## src/rtl/predelay_commutator_pkg.sv

```systemverilog
// Shared FFT datapath definitions: sample/counter widths, default frame
// geometry and the complex sample word used by the commutator, the
// post-delay stage and the butterfly stage.
package predelay_commutator_pkg;

    localparam int DATA_W = 16;
    localparam int CNT_W  = 5;

    localparam int DEF_DELAY_CYCLES        = 16;
    localparam int DEF_NUM_INPUTS_PER_PATH = 32;

    // re in the upper half, im in the lower half of the 32-bit word
    typedef struct packed {
        logic [DATA_W-1:0] re;
        logic [DATA_W-1:0] im;
    } cplx_t;

    localparam int CPLX_W = $bits(cplx_t);

endpackage

```

## src/rtl/delay_line.sv

```systemverilog
// Circular buffer of DEPTH complex words. The read port returns the entry
// at the write pointer, i.e. the word written DEPTH writes ago, before the
// current write replaces it. Contents are deliberately not reset.
module delay_line #(
    parameter int DEPTH  = 16,
    parameter int WORD_W = 32
) (
    input  logic              clk,
    input  logic              rst,
    input  logic              we,
    input  logic [WORD_W-1:0] wr_data,
    output logic [WORD_W-1:0] rd_data
);

    localparam int PTR_W = (DEPTH > 1) ? $clog2(DEPTH) : 1;
    localparam logic [PTR_W-1:0] PTR_LAST = PTR_W'(DEPTH - 1);

    logic [WORD_W-1:0] mem_q [DEPTH];
    logic [PTR_W-1:0]  ptr_q;
    logic [PTR_W-1:0]  ptr_d;

    // pointer advances only on writes so bubbles never age the contents
    always_comb begin
        ptr_d = ptr_q;
        if (we) begin
            ptr_d = (ptr_q == PTR_LAST) ? '0 : ptr_q + 1'b1;
        end
    end

    // write pointer register
    always_ff @(posedge clk or posedge rst) begin
        if (rst) begin
            ptr_q <= '0;
        end else begin
            ptr_q <= ptr_d;
        end
    end

    // storage array, no reset
    always_ff @(posedge clk) begin
        if (we) begin
            mem_q[ptr_q] <= wr_data;
        end
    end

    assign rd_data = mem_q[ptr_q];

endmodule

```

## src/rtl/predelay_commutator.sv

```systemverilog
// Pre-delay and commutator: path 1 is delayed by DELAY_CYCLES accepted
// samples, then the two paths are swapped every DELAY_CYCLES samples so
// the post-delay stage sees the pairs in butterfly order.
module predelay_commutator
    import predelay_commutator_pkg::*;
#(
    parameter int DELAY_CYCLES        = DEF_DELAY_CYCLES,
    parameter int NUM_INPUTS_PER_PATH = DEF_NUM_INPUTS_PER_PATH
) (
    input  logic              CLK,
    input  logic              RST,
    input  logic              in_valid,
    input  logic [DATA_W-1:0] in0_re,
    input  logic [DATA_W-1:0] in0_im,
    input  logic [DATA_W-1:0] in1_re,
    input  logic [DATA_W-1:0] in1_im,
    output logic [DATA_W-1:0] cm_out0_re,
    output logic [DATA_W-1:0] cm_out0_im,
    output logic [DATA_W-1:0] cm_out1_re,
    output logic [DATA_W-1:0] cm_out1_im,
    output logic              out_valid,
    output logic [CNT_W-1:0]  cntr_IFFT_input_pairs,
    output logic              frame_done
);

    localparam int SWAP_BIT = $clog2(DELAY_CYCLES);
    localparam logic [CNT_W-1:0] K_LAST     = CNT_W'(NUM_INPUTS_PER_PATH - 1);
    localparam logic [CNT_W-1:0] PRIME_LAST = CNT_W'(DELAY_CYCLES - 1);

    cplx_t in0_c;
    cplx_t in1_c;
    cplx_t d1_c;

    logic [CNT_W-1:0] k_q, k_d;
    logic             primed_q, primed_d;
    logic [CNT_W-1:0] oidx_q, oidx_d;
    cplx_t            out0_q, out0_d;
    cplx_t            out1_q, out1_d;
    logic             valid_q, valid_d;
    logic [CNT_W-1:0] cnt_q, cnt_d;
    logic             fd_q, fd_d;
    logic             fire;

    assign in0_c = '{re: in0_re, im: in0_im};
    assign in1_c = '{re: in1_re, im: in1_im};

    delay_line #(
        .DEPTH  (DELAY_CYCLES),
        .WORD_W (CPLX_W)
    ) u_delay_line (
        .clk     (CLK),
        .rst     (RST),
        .we      (in_valid),
        .wr_data (in1_c),
        .rd_data (d1_c)
    );

    // input counter, priming, output index and commutator routing
    always_comb begin
        k_d      = k_q;
        primed_d = primed_q;
        oidx_d   = oidx_q;
        out0_d   = out0_q;
        out1_d   = out1_q;
        valid_d  = 1'b0;
        cnt_d    = cnt_q;
        fd_d     = 1'b0;
        // primed_q is the pre-write value, so the pair that completes
        // priming still produces no output
        fire     = in_valid & primed_q;

        if (in_valid) begin
            k_d = (k_q == K_LAST) ? '0 : k_q + 1'b1;
            if (k_q == PRIME_LAST) begin
                primed_d = 1'b1;
            end
        end

        if (fire) begin
            valid_d = 1'b1;
            cnt_d   = oidx_q;
            fd_d    = (oidx_q == K_LAST);
            oidx_d  = (oidx_q == K_LAST) ? '0 : oidx_q + 1'b1;
            if (k_q[SWAP_BIT]) begin
                out0_d = d1_c;
                out1_d = in0_c;
            end else begin
                out0_d = in0_c;
                out1_d = d1_c;
            end
        end
    end

    // state and output registers
    always_ff @(posedge CLK or posedge RST) begin
        if (RST) begin
            k_q      <= '0;
            primed_q <= 1'b0;
            oidx_q   <= '0;
            out0_q   <= '0;
            out1_q   <= '0;
            valid_q  <= 1'b0;
            cnt_q    <= '0;
            fd_q     <= 1'b0;
        end else begin
            k_q      <= k_d;
            primed_q <= primed_d;
            oidx_q   <= oidx_d;
            out0_q   <= out0_d;
            out1_q   <= out1_d;
            valid_q  <= valid_d;
            cnt_q    <= cnt_d;
            fd_q     <= fd_d;
        end
    end

    assign cm_out0_re            = out0_q.re;
    assign cm_out0_im            = out0_q.im;
    assign cm_out1_re            = out1_q.re;
    assign cm_out1_im            = out1_q.im;
    assign out_valid             = valid_q;
    assign cntr_IFFT_input_pairs = cnt_q;
    assign frame_done            = fd_q;

endmodule

```

## config.mk

```make
export PLATFORM = sky130hd
export DESIGN_NAME = predelay_commutator
export DESIGN_NICKNAME = d
export VERILOG_FILES = /design/src/rtl/predelay_commutator_pkg.sv /design/src/rtl/delay_line.sv /design/src/rtl/predelay_commutator.sv
export SDC_FILE = /design/constraint.sdc
export NUM_CORES = 1
export LEC_CHECK = 0
export CORE_MARGIN = 5
export CORE_UTILIZATION = 47
export DETAILED_ROUTE_END_ITERATION = 10
export PLACE_DENSITY = 0.65
export SKIP_LAST_GASP = 1
export SYNTH_ARGS = -nofsm -noshare
export SYNTH_HDL_FRONTEND = slang
export SYNTH_SLANG_ARGS = --single-unit
```

## constraint.sdc

```tcl
create_clock -name CLK -period 5.2 [get_ports CLK]
set_input_delay 0.52 -clock CLK [delete_from_list [all_inputs] [get_ports CLK]]
set_output_delay 0.52 -clock CLK [all_outputs]
set_load 0.03 [all_outputs]
```

==> metrics, run 1 <==
status completed; CP Capture Type flop; share of layout cells above drive strength 1 roughly a fifth; Reg clk slew, reported paths 60 ps; Worst VDD drop just under 0.4 mV; initial antenna violation count 1; largest delay contributor family on the critical path flip-flops; Metal-1 WL 21.6 mm; First-pass DRT Iterations 5; Vias 11900; largest net degree at the start of global routing 77; max_cap viols 0; kind of critical path reg2reg; DP HPWL roughly 30 mm; Primary FF master, synth edfxtp_1; Initial Util 47.3%; CORE AREA 48700 um^2; ys async rst share roughly 14%; hold slack 386 ps; Crit path largest cell delay 1120 ps; min-delay worst type in2async; fin util a little under three fifths; post-CTS setup buffer count 0; Num CTS Buffers 58; hold buffers post-CTS 0; Clock Tree Buf Depth 3; setup TNS 0 ps; GRT Util Overall 19.6%; commonest non-fill, non-tap cell in the layout edfxtp_1; final worst path period need 3180 ps; Final nets ~1400; most frequent cells in the layout edfxtp_1 (512), clkdlybuf4s50_1 (137), mux4_2 (128); first-pass GRT wire length between 70 and 80 mm; Distinct cells, synth 30; diodes inserted 0; post-synth top area share 66.7%; via-per-instance ratio between 5 and 6; Final Setup Violations 0; Starting DRT DRC Count 1073; Seq cells post-synth 598; PwrDens about 560 nW/um^2; Cells after Synth 1197; std cell rows a little over 80; WP data required between 5000 and 6000 ps; total gr overflow 0; number of synthesized flops with an enable pin 512; Clk Latency, worst-skew pair roughly 600 ps; Tot Pwr 0.0153 W; RSZ-0062 raised after global routing no; DIE HEIGHT about 230 um; clk sinks 598; Post-route DRC 0; Placer Congestion between 0.7 and 0.8; count of pins over their slew limit 0; Slew headroom 15.4%; Post-Route WL roughly 53 mm; Die Span X 231 um; Worst Max-Slew Pin Slew 1270 ps; leading area contributor after synthesis edfxtp_1; Pleak 9.27 nW; Mapped Nets between 1000 and 1500; Die Area 53600 um^2; PostCTS Resize Cnt 0; max layer used met5; CTS Root Cell clkbuf_16; Achievable Freq between 0.3 and 0.4 GHz; data arrival time of the critical path 3640 ps; Avg Inst Size Synth 19.3 um^2; synth top area cells edfxtp_1 (67%), mux4_2 (13%), dfrtp_1 (9.3%); CTS tree done; Synth Cell Area 23100 um^2; Routed met3 length 3.67 mm; synth warn 0; H-tree levels 2; post-route ant nets 0; CP cell instances buf_12 > mux4_2 > a22o_1 > nor2_1 > o21ai_0; Worst Setup Start Kind flop; Worst path slowest cell dfrtp_4; vias in the first global route 12300; Buf+Inv Stages, Crit Path 1; Crit Path Max Fanout 58; IO buf count 137; Hold Fails Final Rpt 0; Avg WL per Cell 25.7 um; metal2 WL 26.9 mm; Layout Skew 15.2 ps; Area Overhead vs Synth 18.1%; Ports 138; Seq/Total Area, Yosys between 70% and 80%; Tcrit/Tclk final 61.2%
cells by family after synthesis:
family / count (synthesis) / share of synthesized area [%]
flip-flops: 598 / 76.0
AO/OA/AOI/OAI: 207 / 5.58
AND/OR/NAND/NOR: 168 / 3.63
multiplexers: 130 / 12.6
buffers and inverters: 83 / 1.60
adder cells (fa/ha/maj): 9 / 0.488
XOR/XNOR: 2 / 0.0760
per-layer routing:
layer,GRT usage [%],vias to the layer above
met5,0,-
met4,4.29,2
met3,3.26,55
met2,33.4,452
met1,27.2,6287
li1,-,5153
cells in the mapped netlist, types with 3 or more instances:
library cell / number
nand2_1: 35
buf_1: 3
nor2_1: 48
o21ai_1: 25
inv_1: 7
dfrtp_1: 86
and3_1: 67
buf_6: 4
edfxtp_1: 512
mux4_2: 128
buf_4: 5
a22o_1: 64
nand2b_1: 6
o21ai_0: 45
ha_1: 9
clkbuf_1: 58
buf_2: 6
a21oi_1: 68
nor3_1: 5
area by class of cell:
class / instances / area, um^2
timing repair buffer: 164 / 1590
fill: 3626 / 21500
sequential: 598 / 17500
tap: 664 / 831
inverter: 7 / 27.5
clock buffer: 70 / 1570
multi-input combinational: 516 / 5300
clock inverter: 40 / 385
flip-flops by register name (all words and copies together), names as in the netlist:
| register | flops |
|---|---|
| frame_done | 1 |
| cm_out0_re | 16 |
| u_delay_line.ptr_q | 4 |
| cm_out1_re | 16 |
| primed_q | 1 |
| oidx_q | 5 |
| cntr_IFFT_input_pairs | 5 |
| out_valid | 1 |
| u_delay_line.mem_q | 512 |
| cm_out1_im | 16 |
| cm_out0_im | 16 |
| k_q | 5 |
metrics by stage:
step	area [um^2]	setup slack, ps	std cells
2_1_floorplan	23100	1330	1197
3_3_place_gp	25300	1850	1949
3_5_place_dp	25300	1760	1949
4_1_cts	27200	1930	2059
5_1_grt	27200	1740	2059
6_report	27200	2020	2059
power breakdown:
part	internal (W)	total, W	switching (W)
logic	0.00201	0.00472	0.00271
clock network	0.00250	0.00426	0.00176
registers	0.00590	0.00634	0.000444
worst reg2reg max path, cell delays in order (launching register included):
cell     delay [ps]
dfrtp_4        1120
buf_12          550
mux4_2          610
a22o_1          260
nor2_1          360
o21ai_0         150
path summary, 6_finish.rpt:
kind | start | end | slack [ps] | cells after the start
worst max-delay path | u_delay_line.ptr_q[0]$_DFFE_PP0P_ | cm_out0_re[14]$_DFFE_PP0P_ | 2020 | 5
worst min-delay path | RST | cm_out0_im[14]$_DFFE_PP0P_ | 390 | 2
worst max register to register | u_delay_line.ptr_q[0]$_DFFE_PP0P_ | cm_out0_re[14]$_DFFE_PP0P_ | 2020 | 5
worst min register to register | cntr_IFFT_input_pairs[3]$_DFFE_PP0P_ | cntr_IFFT_input_pairs[3]$_DFFE_PP0P_ | 480 | 2
max in group asynchronous | RST | u_delay_line.ptr_q[0]$_DFFE_PP0P_ | 3710 | 3
min in group CLK | cntr_IFFT_input_pairs[3]$_DFFE_PP0P_ | cntr_IFFT_input_pairs[3]$_DFFE_PP0P_ | 480 | 2
Power figures use the tool's default switching activity.
==> inputs of run 2 (changes only) <==
==> constraint.sdc (replaced) <==
create_clock -name CLK -period 3.15 [get_ports CLK]
set_input_delay 0.315 -clock CLK [delete_from_list [all_inputs] [get_ports CLK]]
set_output_delay 0.315 -clock CLK [all_outputs]
set_load 0.03 [all_outputs]
==> run 2 against run 1 <==
Net effect:
- via count up 1.1%
- critical path depth is the same
- combinational power increased by 78%
- power grew 67%
- critical path type unchanged
- largest cell class unchanged
==> metrics, run 2 (synthesized netlist as in run 1, its figures left out) <==
DIE HEIGHT 231 um (unchanged); Worst Setup SP u_delay_line.ptr_q[0]$_DFFE_PP0P_; Vias 12100 (+1.1%); DP HPWL 31.9 mm (+5.2%); initial antenna violation count 3 (+2); Layout Skew 15.3 ps (+0.0316 ps); Die Span X 231 um (unchanged); post-CTS setup buffer count 0 (unchanged); Worst Setup Start Kind flop; Starting DRT DRC Count 1240 (+16%); IO buf count 137 (unchanged); via-per-instance ratio 5.79 (-0.29%); Pleak 9.48 nW (+2.2%); first-pass GRT wire length 79.9 mm (+1.2%); CTS tree done; share of layout cells above drive strength 1 20.7% (+1.3 points); Achievable Freq 0.383 GHz (+22%); Num CTS Buffers 57 (-1.7%); hold buffers post-CTS 0 (unchanged); Crit Path Max Fanout 22 (-62%); most frequent cells in the layout edfxtp_1 (512), clkdlybuf4s50_1 (137), mux4_2 (128); Initial Util 47.3% (unchanged); Clk Latency, worst-skew pair 600 ps (about the same); largest net degree at the start of global routing 88 (+14%); Ports 138 (unchanged); Placer Congestion 0.745 (-0.88%); WP data required 3620 ps (-2040 ps); RSZ-0062 raised after global routing no; total gr overflow 0 (unchanged); Post-route DRC 0 (unchanged); PostCTS Resize Cnt 0 (unchanged); Final Setup Violations 0 (unchanged); R2R cell count 5 (unchanged); max layer used met5; Hold Fails Final Rpt 0 (unchanged); Worst path slowest cell dfrtp_4; count of pins over their slew limit 0 (unchanged); final worst path period need 2610 ps (-572 ps); commonest non-fill, non-tap cell in the layout edfxtp_1; Worst VDD drop 0.559 mV (+44%); Reg clk slew, reported paths 70 ps (about the same); Routed met3 length 4.30 mm (+17%); max FFs per register 512 (unchanged); CP Capture Type flop; Post-Route WL 53.8 mm (+1.6%); Worst Max-Slew Pin Slew 999 ps (-268 ps); CORE AREA 48700 um^2 (unchanged); Worst setup endpoint cm_out0_re[11]$_DFFE_PP0P_; post-route ant nets 0 (unchanged); status completed; Avg WL per Cell 25.8 um (+0.27%); std cell rows 81 (unchanged); CP cell instances buf_4 > mux4_2 > a22o_1 > nor2_1 > o21ai_0; Die Area 53600 um^2 (unchanged); Final nets 1452 (+2.2%); Post-Layout Cell Count 2087 (+1.4%); Top reg by flops u_delay_line.mem_q; Tcrit/Tclk final 82.8% (+22 points); Clock Tree Buf Depth 3 (unchanged); PwrDens 927 nW/um^2 (+65%); dpl cells 1981 (+1.6%); R2R Setup Slk 540 ps (-1480 ps); min-delay worst type in2async; metal2 WL 25.7 mm (-4.5%); H-tree levels 2 (unchanged); worst r2r src u_delay_line.ptr_q[0]$_DFFE_PP0P_; First-pass DRT Iterations 5 (unchanged); reg-to-reg endpoint cm_out0_re[11]$_DFFE_PP0P_; max_cap viols 0 (unchanged); vias in the first global route 12400 (+0.52%); setup TNS 0 ps (unchanged); clk sinks 598 (unchanged); GRT Util Overall 20.1% (+0.46 points); data arrival time of the critical path 3080 ps (-560 ps); Tot Pwr 0.0256 W (+67%); Crit path largest cell delay 700 ps (-420 ps); kind of critical path reg2reg; Metal-1 WL 22.8 mm (+5.5%); Slew headroom 33.2% (+18 points); Area Overhead vs Synth 19.9%; CTS Root Cell clkbuf_16
-- run 2: cell count changes in the layout (fill, tap and decap cells not counted), moves of 2 or more --
cell,change
buf_4,+17
buf_12,+15
clkinvlp_4,-4
clkinv_4,-3
nor3_2,-3
nor3_4,+3
bufinv_16,+2
clkbuf_16,-2
clkinv_1,+2
-- run 2: worst max-delay path: cells and delay by family, from the launching register on --
| family | cells | cell delay (ps) |
|---|---|---|
| simple gates | 1 | 300 |
| buf+inv | 1 | 480 |
| mux | 1 | 560 |
| flops | 1 | 700 |
| compound gates | 2 | 410 |
-- run 2: layout make-up --
class / instances / area [um^2]
multi-input cells: 516 / 5320
clock inverters: 38 / 405
repair buffers: 196 / 2010
fillers: 3633 / 21100
clock buffers: 67 / 1510
well taps: 664 / 831
flip-flops and latches: 598 / 17500
inverters: 7 / 27.5
diodes: 1 / 2.50
-- run 2: power breakdown --
group          switching [W]  leakage (nW)  internal (W)  total [W]
clock network        0.00284         0.940       0.00413    0.00697
logic                0.00477          2.85       0.00361    0.00838
registers           0.000527          5.69       0.00974     0.0103
-- run 2: worst min-delay path by stage --
stage | slack (ps) | to | cells past startpoint | start
after global placement | 470 | cm_out0_im[0]$_DFFE_PP0P_ | 2 | cm_out0_im[0]$_DFFE_PP0P_
after floorplan | 410 | u_delay_line.mem_q[0][0]$_DFFE_PP_ | 0 | in1_im[0]
final | 130 | cm_out0_im[2]$_DFFE_PP0P_ | 2 | RST
after detailed placement | 470 | cntr_IFFT_input_pairs[0]$_DFFE_PP0P_ | 2 | cntr_IFFT_input_pairs[0]$_DFFE_PP0P_
after global routing | 200 | cm_out1_im[1]$_DFFE_PP0P_ | 2 | RST
after CTS | 130 | cm_out0_im[1]$_DFFE_PP0P_ | 2 | RST
-- run 2: layer usage --
layer	up-vias	track usage, %
met1	6334	28.8
met2	455	32.0
met3	68	4.24
li1	5215	-
met5	-	0
met4	4	5.24
-- run 2: through the flow --
stage	worst slack, ps	cell area, um^2	util [%]	hold WS [ps]
after floorplan	153	23100	-	414
after global placement	514	25700	52.8	473
after detailed placement	483	25700	52.8	468
after CTS	453	27600	56.7	128
after global routing	308	27600	56.7	202
final	542	27600	56.7	126
==> inputs of run 3 (changes only) <==
==> constraint.sdc (replaced) <==
create_clock -name CLK -period 2.7 [get_ports CLK]
set_input_delay 0.27 -clock CLK [delete_from_list [all_inputs] [get_ports CLK]]
set_output_delay 0.27 -clock CLK [all_outputs]
set_load 0.03 [all_outputs]
==> run 3 against run 2 <==
Net effect:
- via count down 0.85%
- cell area down 0.32%
- sequential share of layout area up 0.20 points
- first-iteration DRC count down 15%
- flip-flop and latch count unchanged
- sequential power up 17%
- utilization down 0.18 points
- clock skew up 2.9 ps
- critical path type unchanged
- setup slack worse by 250 ps
==> metrics, run 3 (synthesized netlist as in run 1, its figures left out) <==
Tot Pwr 0.0294 W (+15%); Num CTS Buffers 58 (+1.8%); Avg WL per Cell 25.8 um (+0.21%); hold buffers post-CTS 0 (unchanged); Worst Max-Slew Pin Slew 1170 ps (+167 ps); post-CTS setup buffer count 0 (unchanged); Clk Latency, worst-skew pair 610 ps (about the same); Slew headroom 22.1% (-11 points); first-pass GRT wire length 80.7 mm (+0.95%); Reg clk slew, reported paths 60 ps (about the same); DIE HEIGHT 231 um (unchanged); largest net degree at the start of global routing 77 (-13%); Setup WS pre-CTS 288 ps (-195 ps); GRT Max-Usage Layer met2; commonest non-fill, non-tap cell in the layout edfxtp_1; diodes inserted 0 (-1); CTS tree done; Placer Congestion 0.788 (+5.8%); DP HPWL 32.5 mm (+2.0%); Crit Path Max Fanout 30 (+36%); most frequent cells in the layout edfxtp_1 (512), clkdlybuf4s50_1 (137), mux4_2 (128); Initial Util 47.3% (unchanged); CORE AREA 48700 um^2 (unchanged); Worst path slowest cell dfrtp_4; Tcrit/Tclk final 89.1% (+6.3 points); min-delay worst type in2async; internal power 0.0199 W (+14%); setup TNS 0 ps (unchanged); vias in the first global route 12400 (+0.065%); Worst Setup Start Kind flop; RSZ-0062 raised after global routing no; met1 Use GR 29.6% (+0.74 points); kind of critical path reg2reg; GRT Util Overall 20.2% (+0.12 points); IO buf count 137 (unchanged); Post-route DRC 0 (unchanged); Reg area 17500 um^2 (unchanged); Ports 138 (unchanged); fin util 56.5% (-0.18 points); Clock Power Share 25.9% (-1.3 points); combinational power share 33.2% (+0.5 points); PostCTS Resize Cnt 0 (unchanged); Layout Skew 18.2 ps (+2.93 ps); worst setup margin 294 ps (-248 ps); max FFs per register 512 (unchanged); Area Overhead vs Synth 19.5%; CP cell instances buf_12 > buf_4 > mux4_2 > a22o_1 > nor2_1 > o21ai_0; status completed; Reg power frac 40.9% (+0.8 points); data arrival time of the critical path 2870 ps (-210 ps); dpl cells 1981 (unchanged); Final nets 1453 (+0.069%); Pleak 9.41 nW (-0.68%); max_cap viols 0 (unchanged); largest delay contributor family on the critical path flip-flops; Hold Fails Final Rpt 0 (unchanged); Switching Share 32.3% (+0.57 points); total gr overflow 0 (unchanged); Vias 12000 (-0.85%); std cell rows 81 (unchanged); Die Span X 231 um (unchanged); multi-input logic area 5320 um^2 (about the same); Buf+Inv Stages, Crit Path 2 (+1); PwrDens 1070 nW/um^2 (+15%); initial antenna violation count 3 (unchanged); Post-Route WL 53.9 mm (+0.25%); CP Capture Type flop; Starting DRT DRC Count 1054 (-15%); clk sinks 598 (unchanged); CTS Root Cell clkbuf_16; count of pins over their slew limit 0 (unchanged); NetSw 0.00950 W (+17%); Achievable Freq 0.416 GHz (+8.4%); Crit path largest cell delay 580 ps (-120 ps); met3 usage 3.94% (-0.29 points); Final Setup Violations 0 (unchanged); routing usage on met2 32.3% (+0.34 points); final worst path period need 2410 ps (-202 ps); First-pass DRT Iterations 5 (unchanged); Top reg by flops u_delay_line.mem_q; post-route ant nets 0 (unchanged); via-per-instance ratio 5.73 (-0.90%); Clock Tree Buf Depth 3 (unchanged); H-tree levels 2 (unchanged); share of layout cells above drive strength 1 20.2% (-0.52 points); Worst VDD drop 0.601 mV (+7.4%); WP data required 3160 ps (-460 ps); Die Area 53600 um^2 (unchanged); Fillers 3659 (+0.72%); Post-Layout Cell Count 2088 (+0.048%)
## run 3: final cells by class
class	count	area share, %
Sequential cell	598	63.6
Clock buffer	85	6.01
Multi-Input combinational cell	516	19.3
Timing Repair Buffer	196	7.45
Clock inverter	22	0.472
Tap cell	664	3.02
Inverter	7	0.104
## run 3: through the flow
step                      area [um^2]  hold WS (ps)
final                           27500           115
after detailed placement        25800           473
after CTS                       27500           106
after global routing            27500           157
after floorplan                 23100           369
after global placement          25800           462
## run 3: power groups by stage
stage	clock network, W	logic, W	registers, W
after floorplan	0	0.00535	0.0129
after global placement	0	0.00976	0.0122
after detailed placement	0	0.00985	0.0122
after CTS	0.00778	0.00988	0.0120
after global routing	0.00818	0.0104	0.0122
final	0.00761	0.00975	0.0120
## run 3: path summary, 6_finish.rpt
| path | slack, ps | cells past startpoint | end | start |
|---|---|---|---|---|
| max | 290 | 6 | cm_out0_im[0]$_DFFE_PP0P_ | u_delay_line.ptr_q[0]$_DFFE_PP0P_ |
| min | 120 | 2 | cm_out0_im[12]$_DFFE_PP0P_ | RST |
| max reg2reg | 290 | 6 | cm_out0_im[0]$_DFFE_PP0P_ | u_delay_line.ptr_q[0]$_DFFE_PP0P_ |
| min reg2reg | 480 | 2 | cntr_IFFT_input_pairs[3]$_DFFE_PP0P_ | cntr_IFFT_input_pairs[3]$_DFFE_PP0P_ |
| max in group asynchronous | 1940 | 3 | cm_out1_re[4]$_DFFE_PP0P_ | RST |
| min in group CLK | 410 | 4 | cm_out0_re[1]$_DFFE_PP0P_ | in0_re[1] |
## run 3: per-layer routing
layer	part of all wire, %	vias to the layer above
met2	48	424
met4	1.7	2
li1	-	5215
met5	0.022	-
met3	6.5	74
met1	44	6258
